===== config.mk =====
export PLATFORM = sky130hd
export DESIGN_NAME = pc_fetch_unit_flat
export DESIGN_NICKNAME = d
export VERILOG_FILES = /design/src/rtl/pc_fetch_unit_if.sv /design/src/rtl/pc_fetch_unit.sv /design/src/flat_wrapper.sv
export SDC_FILE = /design/constraint.sdc
export NUM_CORES = 1
export LEC_CHECK = 0
export BUFFER_PORTS_ARGS = -buffer_cell sky130_fd_sc_hd__buf_4
export CORE_ASPECT_RATIO = 0.9
export CORE_MARGIN = 3
export CORE_UTILIZATION = 44
export DETAILED_ROUTE_END_ITERATION = 16
export MAX_ROUTING_LAYER = met4
export PLACE_DENSITY = 0.77
export SKIP_CTS_REPAIR_TIMING = 1
export SLEW_MARGIN = 40
export SYNTH_ARGS = -nofsm -noshare
export SYNTH_HDL_FRONTEND = slang
export SYNTH_SLANG_ARGS = --single-unit

===== constraint.sdc =====
create_clock -name clk -period 1.8 [get_ports clk]
set_clock_uncertainty 0.15 [all_clocks]
set_input_delay 0.09 -clock clk [delete_from_list [all_inputs] [get_ports clk]]
set_output_delay 0.09 -clock clk [all_outputs]
set_load 0.02 [all_outputs]

===== src/rtl/pc_fetch_unit_if.sv =====
// Instruction-memory port of the fetch sequencer: valid/ready request plus a
// single-cycle response strobe carrying the instruction word.
interface pc_fetch_unit_if;
    logic        req_valid;
    logic [31:0] req_addr;
    logic        req_ready;
    logic        rsp_valid;
    logic [31:0] rsp_data;

    modport master (
        output req_valid,
        output req_addr,
        input  req_ready,
        input  rsp_valid,
        input  rsp_data
    );

    modport slave (
        input  req_valid,
        input  req_addr,
        output req_ready,
        output rsp_valid,
        output rsp_data
    );
endinterface


===== src/rtl/pc_fetch_unit.sv =====
// PC register and fetch sequencer for the single-cycle RV32I core: one imem
// fetch per instruction, retire-time redirect and a sticky misalignment trap.
module pc_fetch_unit #(
    parameter logic [31:0] RESET_PC = 32'h0000_0000
) (
    input  logic                   clk,
    input  logic                   rst_n,
    pc_fetch_unit_if.master        imem,
    input  logic                   next_pc_src_i,
    input  logic [31:0]            branch_target_i,
    input  logic                   stall_i,
    output logic                   inst_valid_o,
    output logic [31:0]            inst_o,
    output logic [31:0]            inst_pc_o,
    output logic [31:0]            pc_plus4_o,
    output logic                   misalign_trap_o,
    output logic [31:0]            instret_o
);

    typedef enum logic [2:0] {
        S_IDLE,
        S_REQ,
        S_WAIT,
        S_HOLD,
        S_TRAP
    } state_t;

    state_t      state_q;
    logic [31:0] pc_q;
    logic [31:0] inst_q;
    logic [31:0] instret_q;
    logic        req_valid_q;
    logic        inst_valid_q;
    logic        trap_q;

    logic [31:0] pc_inc;
    logic [31:0] pc_d;
    logic        redirect_bad;

    always_comb begin
        pc_inc       = pc_q + 32'd4;
        redirect_bad = next_pc_src_i & (branch_target_i[1:0] != 2'b00);
        pc_d         = next_pc_src_i ? branch_target_i : pc_inc;
    end

    // All outputs are updated on the edge that changes state, so each state
    // presents its own req_valid/inst_valid without decode after the flops.
    always_ff @(posedge clk or negedge rst_n) begin
        if (!rst_n) begin
            state_q      <= S_IDLE;
            pc_q         <= RESET_PC;
            inst_q       <= '0;
            instret_q    <= '0;
            req_valid_q  <= 1'b0;
            inst_valid_q <= 1'b0;
            trap_q       <= 1'b0;
        end else begin
            case (state_q)
                S_IDLE: begin
                    state_q     <= S_REQ;
                    req_valid_q <= 1'b1;
                end
                S_REQ: begin
                    if (imem.req_ready) begin
                        state_q     <= S_WAIT;
                        req_valid_q <= 1'b0;
                    end
                end
                S_WAIT: begin
                    if (imem.rsp_valid) begin
                        state_q      <= S_HOLD;
                        inst_q       <= imem.rsp_data;
                        inst_valid_q <= 1'b1;
                    end
                end
                S_HOLD: begin
                    if (!stall_i) begin
                        inst_valid_q <= 1'b0;
                        if (redirect_bad) begin
                            state_q <= S_TRAP;
                            trap_q  <= 1'b1;
                        end else begin
                            state_q     <= S_REQ;
                            req_valid_q <= 1'b1;
                            pc_q        <= pc_d;
                            instret_q   <= instret_q + 32'd1;
                        end
                    end
                end
                S_TRAP: begin
                    req_valid_q  <= 1'b0;
                    inst_valid_q <= 1'b0;
                end
                default: begin
                    state_q      <= S_TRAP;
                    req_valid_q  <= 1'b0;
                    inst_valid_q <= 1'b0;
                end
            endcase
        end
    end

    assign imem.req_valid  = req_valid_q;
    assign imem.req_addr   = pc_q;
    assign inst_valid_o    = inst_valid_q;
    assign inst_o          = inst_q;
    assign inst_pc_o       = pc_q;
    assign pc_plus4_o      = pc_inc;
    assign misalign_trap_o = trap_q;
    assign instret_o       = instret_q;

endmodule


===== src/flat_wrapper.sv =====
// flat-port wrapper written by rule: the top's interface ports become plain ports
module pc_fetch_unit_flat 
#(
    parameter logic [31:0] RESET_PC = 32'h0000_0000
)
  (clk, rst_n, next_pc_src_i, branch_target_i, stall_i, inst_valid_o, inst_o, inst_pc_o, pc_plus4_o, misalign_trap_o, instret_o, imem_req_valid, imem_req_addr, imem_req_ready, imem_rsp_valid, imem_rsp_data);
  pc_fetch_unit_if imem_i ();
  input  logic clk;
  input  logic rst_n;
  input  logic next_pc_src_i;
  input  logic [31:0] branch_target_i;
  input  logic stall_i;
  output logic inst_valid_o;
  output logic [31:0] inst_o;
  output logic [31:0] inst_pc_o;
  output logic [31:0] pc_plus4_o;
  output logic misalign_trap_o;
  output logic [31:0] instret_o;
  output wire logic [$bits(imem_i.req_valid)-1:0] imem_req_valid;
  output wire logic [$bits(imem_i.req_addr)-1:0] imem_req_addr;
  input wire logic [$bits(imem_i.req_ready)-1:0] imem_req_ready;
  input wire logic [$bits(imem_i.rsp_valid)-1:0] imem_rsp_valid;
  input wire logic [$bits(imem_i.rsp_data)-1:0] imem_rsp_data;
  assign imem_req_valid = imem_i.req_valid;
  assign imem_req_addr = imem_i.req_addr;
  assign imem_i.req_ready = imem_req_ready;
  assign imem_i.rsp_valid = imem_rsp_valid;
  assign imem_i.rsp_data = imem_rsp_data;
  pc_fetch_unit #(.RESET_PC(RESET_PC)) u_core (.clk(clk), .rst_n(rst_n), .imem(imem_i), .next_pc_src_i(next_pc_src_i), .branch_target_i(branch_target_i), .stall_i(stall_i), .inst_valid_o(inst_valid_o), .inst_o(inst_o), .inst_pc_o(inst_pc_o), .pc_plus4_o(pc_plus4_o), .misalign_trap_o(misalign_trap_o), .instret_o(instret_o));
endmodule

==> flow_summary.toml <==
[run_status]
status = "finished, violations left"
violations = "hold timing, setup timing"

[worst_setup_path]
crit_required_ps = 1560
critPathLaunchType = "register"
end_kind = "output pin"
crit_fanout = 8
critPathKind = "reg -> out"
r2r_slack_ps = -230
worst_ep_arrival_time_ps = 1980

[synthesis]
synth_nets = 668
synth_cells = 596
ys_types = 62
ys_seq_area_share_pct = 43.8
synth-async-reset-ratio_pct = 100
synthFlopType = "dfrtp_1"
synth_edf_count = 0
synth_warnings = 0
synth.avg_cell_area_um2 = 9.77
synth_seq_cells = 102
synth_area_mm2 = 0.00582

[routing]
first_pass_iters = 5
drc = 0
antenna_left = 0
routedWlPerCell_um = 19.6
vias = 6122
wirelength_mm = 21.4
via_per_inst = 5.62
first_iter_violations = 497

[cts]
numCtsBuffers = 9
cts-root-buf = "clkbuf_16"
clk_latency_ps = 340
clock-sinks = 102
h-tree-depth = 3
cts_tree = "yes"
clockBufferDepth = 2
clkTransAtPathRegs_ps = 70

[global_route]
grt_pass1_wl_mm = 29.2
grtUsageTotal_pct = 25.6
grt_pass1_vias = 5716
grt_overflow = 0
grt_max_degree = 44
antenna_found_initial = 0

[sta]
fin_setup_tns_ps = -9040
drv_slew = 0
period_share_pct = 123
hold_viol_final = 2
worst_slew_pin_slew_ps = 458
fin_hold_ws_ps = -16.8
worst_slack_ps = -421
setup-violations-final = 38
finalCriticalPeriod_ps = 2220
fmax_mhz = 450
relSlewSlack_pct = 69.4
rsz0062_at_grt = "yes"

[layout]
stdcell_area_mm2 = 0.00962
syn_to_final_growth_pct = 65.1
drive_gt1_share_pct = 51.6
diodes = 0
finalNonFillerCells = 1090
nNetsFinal = 993
post-route-util_pct = 74.9
fillCellCount = 841

[place]
preCtsSetupSlack_ps = -91.2
gp_congestion = 0.870
dp.cells = 999
port_buffers = 232
hpwl_mm = 14.5
dpl_cell_area_mm2 = 0.00829

[floorplan]
dieHeight_um = 115
initial_core_util_pct = 45.4
die-area_mm2 = 0.0147
io-pin-count = 233
core_mm2 = 0.0128
rows = 39
die_x_um = 127

[power_and_ir_drop]
total_power_mw = 11.1
vdd_drop_max_mv = 0.944
p_leak_nw = 4.46
power.density_mw_per_mm2 = 1160

[worst_hold_path]
hp-class = "in -> reg"

[run]
max-cap-violations = 0
## metal layers
layer  global-route usage, %  up-vias  share of wire [%]
met5                       -        -                  0
met4                    8.79        0                2.5
met3                    3.99       55                7.5
met2                    43.0      341                 51
met1                    31.6     2962                 40
li1                        -     2764                  -
## layout make-up
cell class | instances | area [um^2] | share of cell area [%]
sequential | 102 | 2580 | 26.9
tap | 164 | 205 | 2.13
multi-input combinational | 404 | 3230 | 33.6
clock buffer | 9 | 225 | 2.34
clock inverter | 7 | 85.1 | 0.885
inverter | 15 | 56.3 | 0.585
timing repair buffer | 389 | 3230 | 33.6
## sequential cells by signal, indices dropped and copies added, names as in the netlist
signal                  count
u_core.imem.req_addr       32
u_core.inst_o              32
u_core.instret_o           32
u_core.state_q              3
u_core.imem.req_valid       1
u_core.inst_valid_o         1
u_core.misalign_trap_o      1
## Yosys cell counts, types with 2 or more instances
master | number | area share [%]
dfrtp_1 | 102 | 44
nand2_1 | 49 | 3.2
xnor2_1 | 44 | 6.6
nand3_1 | 42 | 3.6
buf_4 | 34 | 4.4
mux2_2 | 32 | 6.2
o21ai_0 | 25 | 2.1
nor3_1 | 24 | 2.1
clkbuf_1 | 21 | 1.4
nor2_1 | 19 | 1.2
nand4_1 | 18 | 1.9
a21oi_1 | 17 | 1.5
inv_1 | 15 | 0.97
and3_1 | 14 | 1.5
buf_2 | 13 | 1.1
xor2_1 | 13 | 2.0
a31oi_1 | 9 | 0.97
nor4_1 | 8 | 0.86
and4_1 | 6 | 0.90
a211o_1 | 5 | 0.75
o211ai_1 | 5 | 0.64
o2bb2ai_1 | 5 | 0.75
a22oi_1 | 4 | 0.52
a311o_1 | 4 | 0.69
buf_1 | 4 | 0.26
nor2b_1 | 4 | 0.43
nor3_2 | 4 | 0.69
nor4_2 | 4 | 0.86
and2_1 | 3 | 0.32
mux2i_1 | 3 | 0.52
o21a_1 | 3 | 0.39
o311ai_0 | 3 | 0.45
a2bb2oi_1 | 2 | 0.30
clkbuf_2 | 2 | 0.17
ha_1 | 2 | 0.43
nor3b_1 | 2 | 0.26
nor4b_1 | 2 | 0.30
o311ai_1 | 2 | 0.30
o31a_1 | 2 | 0.30
o31ai_1 | 2 | 0.26
or2_2 | 2 | 0.21
or4_1 | 2 | 0.26
## critical path, stage by stage (launching register included)
cell,delay [ps]
dfrtp_2,390
nand3_4,100
buf_4,200
or3_4,410
nor3_4,200
xnor2_2,160
buf_4,180
## logic make-up after synthesis
| logic type | after synthesis | synth area share, % |
|---|---|---|
| and+or+nand+nor | 213 | 20.9 |
| muxes | 35 | 6.70 |
| adders and majority gates | 2 | 0.430 |
| DFF | 102 | 43.8 |
| buffers and inverters | 90 | 8.44 |
| xor gates and xnor gates | 57 | 8.57 |
| AOI/OAI and AO/OA | 97 | 11.1 |
## path summary, 6_finish.rpt
kind | startpoint | cells after the start | endpoint
max | u_core.imem.req_addr[8] | 6 | pc_plus4_o[20]
min | branch_target_i[22] | 4 | u_core.imem.req_addr[22]
max reg2reg | u_core.imem.req_addr[8] | 6 | u_core.imem.req_addr[20]
min reg2reg | u_core.instret_o[31] | 1 | u_core.instret_o[31]
max in group asynchronous | rst_n | 3 | u_core.inst_o[20]
min in group asynchronous | rst_n | 2 | u_core.imem.req_addr[27]
## cells in the final DEF (no fill, tap or decap), drive strengths merged, types with 4 or more instances in the layout
cell / count
inv: 19
nor2b: 4
a21oi: 17
dfrtp: 102
o211ai: 5
o311ai: 5
xnor2: 44
nor4: 13
a311o: 4
a31oi: 9
nor2: 19
and3: 14
nand3: 44
dlygate4sd3: 56
clkbuf: 10
nand2: 50
nand4: 20
o21ai: 26
nor3: 28
buf: 332
a22oi: 4
mux2: 32
o2bb2ai: 5
xor2: 13
a211o: 5
and4: 6
## report_power, final
part | internal (mW) | switching (mW) | total, mW
Clock | 1.11 | 0.922 | 2.03
Sequential | 2.91 | 0.516 | 3.43
Combinational | 2.62 | 3.07 | 5.69
No activity file was read; power rests on OpenSTA's default activity.
